[src/rtl/controle_multiplicador_seq_pkg.sv]
// Shared types and defaults for the sequential shift-and-add multiplier.
// FSM states use fixed encodings so that waveforms and debug tools agree on them.
package controle_multiplicador_seq_pkg;

  localparam int LARGURA_PADRAO   = 8;
  localparam int BITS_CONT_PADRAO = 4;

  typedef enum logic [2:0] {
    OCIOSO  = 3'd0,
    SOMA    = 3'd1,
    DESLOCA = 3'd2,
    FIM     = 3'd3
  } estado_t;

endpackage

[src/rtl/controle_multiplicador_seq_somador.sv]
// Somador8bits: 8-bit ripple-carry adder, shared by every multiplier iteration.
module Somador8bits (
  output logic [7:0] s_o,
  output logic       cout_o,
  input  logic [7:0] a_i,
  input  logic [7:0] b_i,
  input  logic       cin_i
);

  logic [8:0] carry;

  assign carry[0] = cin_i;

  for (genvar i = 0; i < 8; i++) begin : g_fa
    assign s_o[i]       = a_i[i] ^ b_i[i] ^ carry[i];
    assign carry[i + 1] = (a_i[i] & b_i[i]) | (carry[i] & (a_i[i] ^ b_i[i]));
  end

  assign cout_o = carry[8];

endmodule

[src/rtl/controle_multiplicador_seq.sv]
// Sequential 8x8 unsigned shift-and-add multiplier with a start/done handshake.
// Fixed latency: one SOMA/DESLOCA pair per multiplier bit, then FIM loads P.
module controle_multiplicador_seq
  import controle_multiplicador_seq_pkg::*;
#(
  parameter int LARGURA   = LARGURA_PADRAO,
  parameter int BITS_CONT = BITS_CONT_PADRAO
) (
  input  logic                   clk,
  input  logic                   rst,
  input  logic                   inicio,
  input  logic [LARGURA-1:0]     A,
  input  logic [LARGURA-1:0]     B,
  output logic                   ocupado,
  output logic                   pronto,
  output logic [2*LARGURA-1:0]   P
);

  if (LARGURA != 8) begin : g_chk_largura
    $error("controle_multiplicador_seq: only LARGURA=8 is supported");
  end
  if ((1 << BITS_CONT) <= LARGURA) begin : g_chk_cont
    $error("controle_multiplicador_seq: BITS_CONT too small for LARGURA");
  end

  estado_t                estado_q, estado_d;
  logic [LARGURA-1:0]     m_q, m_d;
  logic [LARGURA-1:0]     h_q, h_d;
  logic [LARGURA-1:0]     q_q, q_d;
  logic                   c_q, c_d;
  logic [BITS_CONT-1:0]   cont_q, cont_d;
  logic [2*LARGURA-1:0]   p_q, p_d;
  logic                   pronto_q, pronto_d;
  logic                   ocupado_q, ocupado_d;

  logic [LARGURA-1:0]     soma;
  logic                   soma_cout;

  Somador8bits u_somador (
    .s_o    (soma),
    .cout_o (soma_cout),
    .a_i    (h_q),
    .b_i    (m_q),
    .cin_i  (1'b0)
  );

  always_comb begin
    estado_d = estado_q;
    m_d      = m_q;
    h_d      = h_q;
    q_d      = q_q;
    c_d      = c_q;
    cont_d   = cont_q;
    p_d      = p_q;
    pronto_d = 1'b0;
    case (estado_q)
      OCIOSO: begin
        if (inicio) begin
          m_d      = A;
          q_d      = B;
          h_d      = '0;
          c_d      = 1'b0;
          cont_d   = '0;
          estado_d = SOMA;
        end
      end
      SOMA: begin
        if (q_q[0]) {c_d, h_d} = {soma_cout, soma};
        else        c_d = 1'b0;
        estado_d = DESLOCA;
      end
      DESLOCA: begin
        // Carry enters the top of H so the 9-bit partial sum is never lost.
        {c_d, h_d, q_d} = {1'b0, c_q, h_q, q_q[LARGURA-1:1]};
        cont_d   = cont_q + BITS_CONT'(1);
        estado_d = (cont_q == BITS_CONT'(LARGURA - 1)) ? FIM : SOMA;
      end
      FIM: begin
        p_d      = {h_q, q_q};
        pronto_d = 1'b1;
        estado_d = OCIOSO;
      end
      default: estado_d = OCIOSO;
    endcase
    ocupado_d = (estado_d != OCIOSO);
  end

  always_ff @(posedge clk) begin
    if (rst) begin
      estado_q  <= OCIOSO;
      m_q       <= '0;
      h_q       <= '0;
      q_q       <= '0;
      c_q       <= 1'b0;
      cont_q    <= '0;
      p_q       <= '0;
      pronto_q  <= 1'b0;
      ocupado_q <= 1'b0;
    end else begin
      estado_q  <= estado_d;
      m_q       <= m_d;
      h_q       <= h_d;
      q_q       <= q_d;
      c_q       <= c_d;
      cont_q    <= cont_d;
      p_q       <= p_d;
      pronto_q  <= pronto_d;
      ocupado_q <= ocupado_d;
    end
  end

  assign ocupado = ocupado_q;
  assign pronto  = pronto_q;
  assign P       = p_q;

endmodule

[config.mk]
export PLATFORM = sky130hd
export DESIGN_NAME = controle_multiplicador_seq
export DESIGN_NICKNAME = d
export VERILOG_FILES = /design/src/rtl/controle_multiplicador_seq_pkg.sv /design/src/rtl/controle_multiplicador_seq_somador.sv /design/src/rtl/controle_multiplicador_seq.sv
export SDC_FILE = /design/constraint.sdc
export NUM_CORES = 1
export LEC_CHECK = 0
export CORE_MARGIN = 4
export CORE_UTILIZATION = 30
export DETAILED_ROUTE_END_ITERATION = 10
export SLEW_MARGIN = 20
export SYNTH_ARGS = -nofsm -noshare
export SYNTH_HDL_FRONTEND = slang
export SYNTH_SLANG_ARGS = --single-unit
export TNS_END_PERCENT = 10
[constraint.sdc]
create_clock -name clk -period 3.6 [get_ports clk]
set_clock_uncertainty 0.2 [all_clocks]
set_input_delay 0.54 -clock clk [delete_from_list [all_inputs] [get_ports clk]]
set_output_delay 0.54 -clock clk [all_outputs]
set_load 0.01 [all_outputs]
==> flow_summary_export.csv <==
group,metric,value,unit
run_status,status,"complete, no violations",
power_and_ir_drop,intPower,0.756,mW
grt,grt_overflow,0,
layout,syn2layout_area_growth,25.4,%
layout,nets,306,
floorplan,coreArea,6980,um2
critical_path,worstPathArrival,3620,ps
power_and_ir_drop,p_sw,0.235,mW
detailed_routing,wl_per_cell,12.6,um
detailed_routing,drc,0,
synthesis,synth_top_family_by_area,"simple AND/OR/NAND/NOR gates",
synthesis,synth_seq_cells,50,
synthesis,synth_area,2200,um2
grt,grt_pass1_vias,1655,
floorplan,fp.dieH,93.7,um
grt,antenna_found_initial,0,
critical_path,cp_slowest_cell,"fa_2",
power_and_ir_drop,power_frac_comb,7.6,%
clocking,clock_sinks,50,
clocking,cts.htree.levels,2,
timing,setup_violations,0,
clocking,clk_path_buf_depth,2,
detailed_routing,ant_nets,0,
floorplan,rows,30,
layout,n_antenna_cell,0,
clocking,cts_buffers,5,
synthesis,synthSimpleGateAreaFrac,21.1,%
timing,tightest_slew,770,ps
synthesis,synth_compound_area_share,18.8,%
critical_path,max_stage_delay,370,ps
layout,drive_gt1_share,13.3,%
critical_path,crit_type,"register to register",
place,dpl.hpwl,3300,um
timing,timing.setup.tns,0,ps
floorplan,ios,37,
grt,grt_pass1_wl,7940,um
detailed_routing,drt_wl_total,4740,um
clocking,tritoncts,"built",
detailed_routing,viasPerCell,4.70,
floorplan,initial_utilization,31.6,%
job,maxCapViolCount,0,
synthesis,yosys.area.top_type,"dfxtp_1",
critical_path,cp_num_buf_inv,5,
critical_path,crit_path_end_kind,"register",
layout,multi_input_area,1090,um2
power_and_ir_drop,netSwitchingFraction,23.7,%
min_path,hold_class,"register to register",
synthesis,yosysSeqAreaShare,45.4,%
synthesis,syn-num-nets,277,
critical_path,critPathMaxFanout,2,
layout,fillerInstances,727,
timing,finalCriticalPeriod,3590,ps
clocking,clock_latency,300,ps
timing,max_freq,278,MHz
clocking,cts-root-buf,"clkbuf_8",
grt,grt_use_total,11.3,%
detailed_routing,first_pass_iters,7,
place,port_buffers,36,
clocking,path_clk_slew,90,ps
critical_path,cpLargestDelayFamily,"adder cells",
detailed_routing,num_vias,1761,
power_and_ir_drop,ir_drop,161,uV
timing,rsz0062_at_grt,"true",
layout,regArea,1000,um2
power_and_ir_drop,power_frac_clock,34.4,%
place,place_congestion,0.765,
synthesis,synthXorXnorAreaFrac,0,%
grt,grt_max_degree,32,
synthesis,synth_area_per_cell,8.85,um2
synthesis,synth_top_area_share,45.4,%
power_and_ir_drop,p_leak,0.914,nW
critical_path,crit_path_cell_trace,"ha_4 -> inv_2 -> fa_2 -> fa_2 -> fa_2 -> inv_2 -> fa_2 -> inv_2 -> fa_2 -> inv_2 -> fa_2 -> inv_2 -> fa_2 -> or3b_4 -> a21oi_2",
synthesis,netlist_instances,249,
power_and_ir_drop,power.density,359,nW/um2
detailed_routing,drtIter0Drc,49,
synthesis,synth_area_leaders,"dfxtp_1, nand2_1, a21oi_1",
floorplan,die_area,8780,um2
critical_path,crit_path_start_kind,"register",
synthesis,synthAdderAreaFrac,7.49,%
power_and_ir_drop,finalPower,0.991,mW
synthesis,synth_edf_count,0,
synthesis,muxShareOfSynthArea,0,%
synthesis,ys.flop_type,"dfxtp_1",
synthesis,ys_warn_count,0,
critical_path,cp_common_cell,"fa_2",
critical_path,crit_required,3630,ps
synthesis,yosysMostFrequentCell,"nand2_1",
timing,fin_crit_sh,99.8,%
synthesis,async_flop_share,0,%
power_and_ir_drop,seqPwrFrac,58.0,%
synthesis,ys_types,32,
timing,slew_violations,0,
floorplan,die_w,93.7,um
timing,slew_headroom,48.7,%
synthesis,synthTopCellsByCount,"nand2_1, dfxtp_1, a21oi_1, inv_1",
timing,finalHoldViolCount,0,
layout by cell type, fill, tap and decap left out, types with 6 or more instances in the layout:
cell type	instances
a21oi_1	29
inv_1	10
nand2_1	67
dfxtp_1	48
a22o_1	11
nor2_1	9
clkbuf_8	6
a311oi_1	10
clkdlybuf4s50_1	36
fa_2	7
worst register-to-register path, delay by kind of cell (launching register included):
family,cells,cell delay [ps]
AND/OR/NAND/NOR,1,370
adder cells (fa/ha/maj),8,2230
flip-flops,1,360
buffers and inverters,5,240
AO/OA/AOI/OAI,1,130
stage by stage:
step | std cells | worst slack (ps) | utilization, % | hold WS (ps) | cell area, um2
after floorplan | 249 | 48.1 | - | 236 | 2200
after global placement | 367 | -11.4 | 37.6 | 243 | 2620
after detailed placement | 367 | -63.2 | 37.6 | 249 | 2620
after CTS | 375 | 5.22 | 39.0 | 262 | 2730
after global routing | 375 | -154 | 39.6 | 286 | 2760
final | 375 | 6.28 | 39.6 | 258 | 2760
power by group through the flow:
stage	logic (mW)	registers, mW	clock network [mW]
after global routing	0.0844	0.577	0.376
final	0.0755	0.575	0.341
after global placement	0.0748	0.587	0
after CTS	0.0760	0.575	0.355
after detailed placement	0.0751	0.588	0
after floorplan	0.0469	0.583	0
cells by family (layout without fill, tap and decap cells):
group                    after synthesis  in the layout
AND/OR/NAND/NOR                       96             96
AO/OA/AOI/OAI                         59             59
flip-flops                            50             50
buffers and inverters                 34             64
adder cells (fa/ha/maj)                9              9
other                                  1              1
state kept, by name, summed over array words and instances (netlist names):
signal and count:
m_q 8, cont_q 4, c_q 1, pronto 1, q_q 8, ocupado 1, h_q 8, P 16
estado_q 3
metal layers:
| metal | share of wire (%) | track usage, % | wire [um] | vias to the layer above |
|---|---|---|---|---|
| li1 | - | - | - | 897 |
| met1 | 47 | 15.1 | 2210 | 815 |
| met2 | 46 | 17.8 | 2200 | 43 |
| met3 | 5.6 | 2.88 | 267 | 6 |
| met4 | 1.2 | 3.61 | 59 | 0 |
| met5 | 0 | 0 | 0 | - |
timing repair:
item	CTS	global route
hold buffers	0	0
gates cloned	0	0
setup buffers	0	0
gates resized for setup	3	16
endpoints found under the setup margin	1	2
pin swaps	0	7
area by class of cell:
type / count / area share [%]
clock inverter: 2 / 0.453
sequential: 50 / 36.3
clock buffer: 6 / 2.99
inverter: 15 / 2.04
multi-input combinational: 165 / 39.5
tap: 96 / 4.35
timing repair buffer: 41 / 14.4
path summary, 6_finish.rpt:
check / start / endpoint / slack, ps / cells past startpoint
worst max-delay path: h_q[0] / c_q / 6 / 15
worst min-delay path: P[6] / P[6] / 260 / 2
worst max register to register: h_q[0] / c_q / 6 / 15
worst min register to register: P[6] / P[6] / 260 / 2
Note: power is estimated with default switching activity, not from simulation.
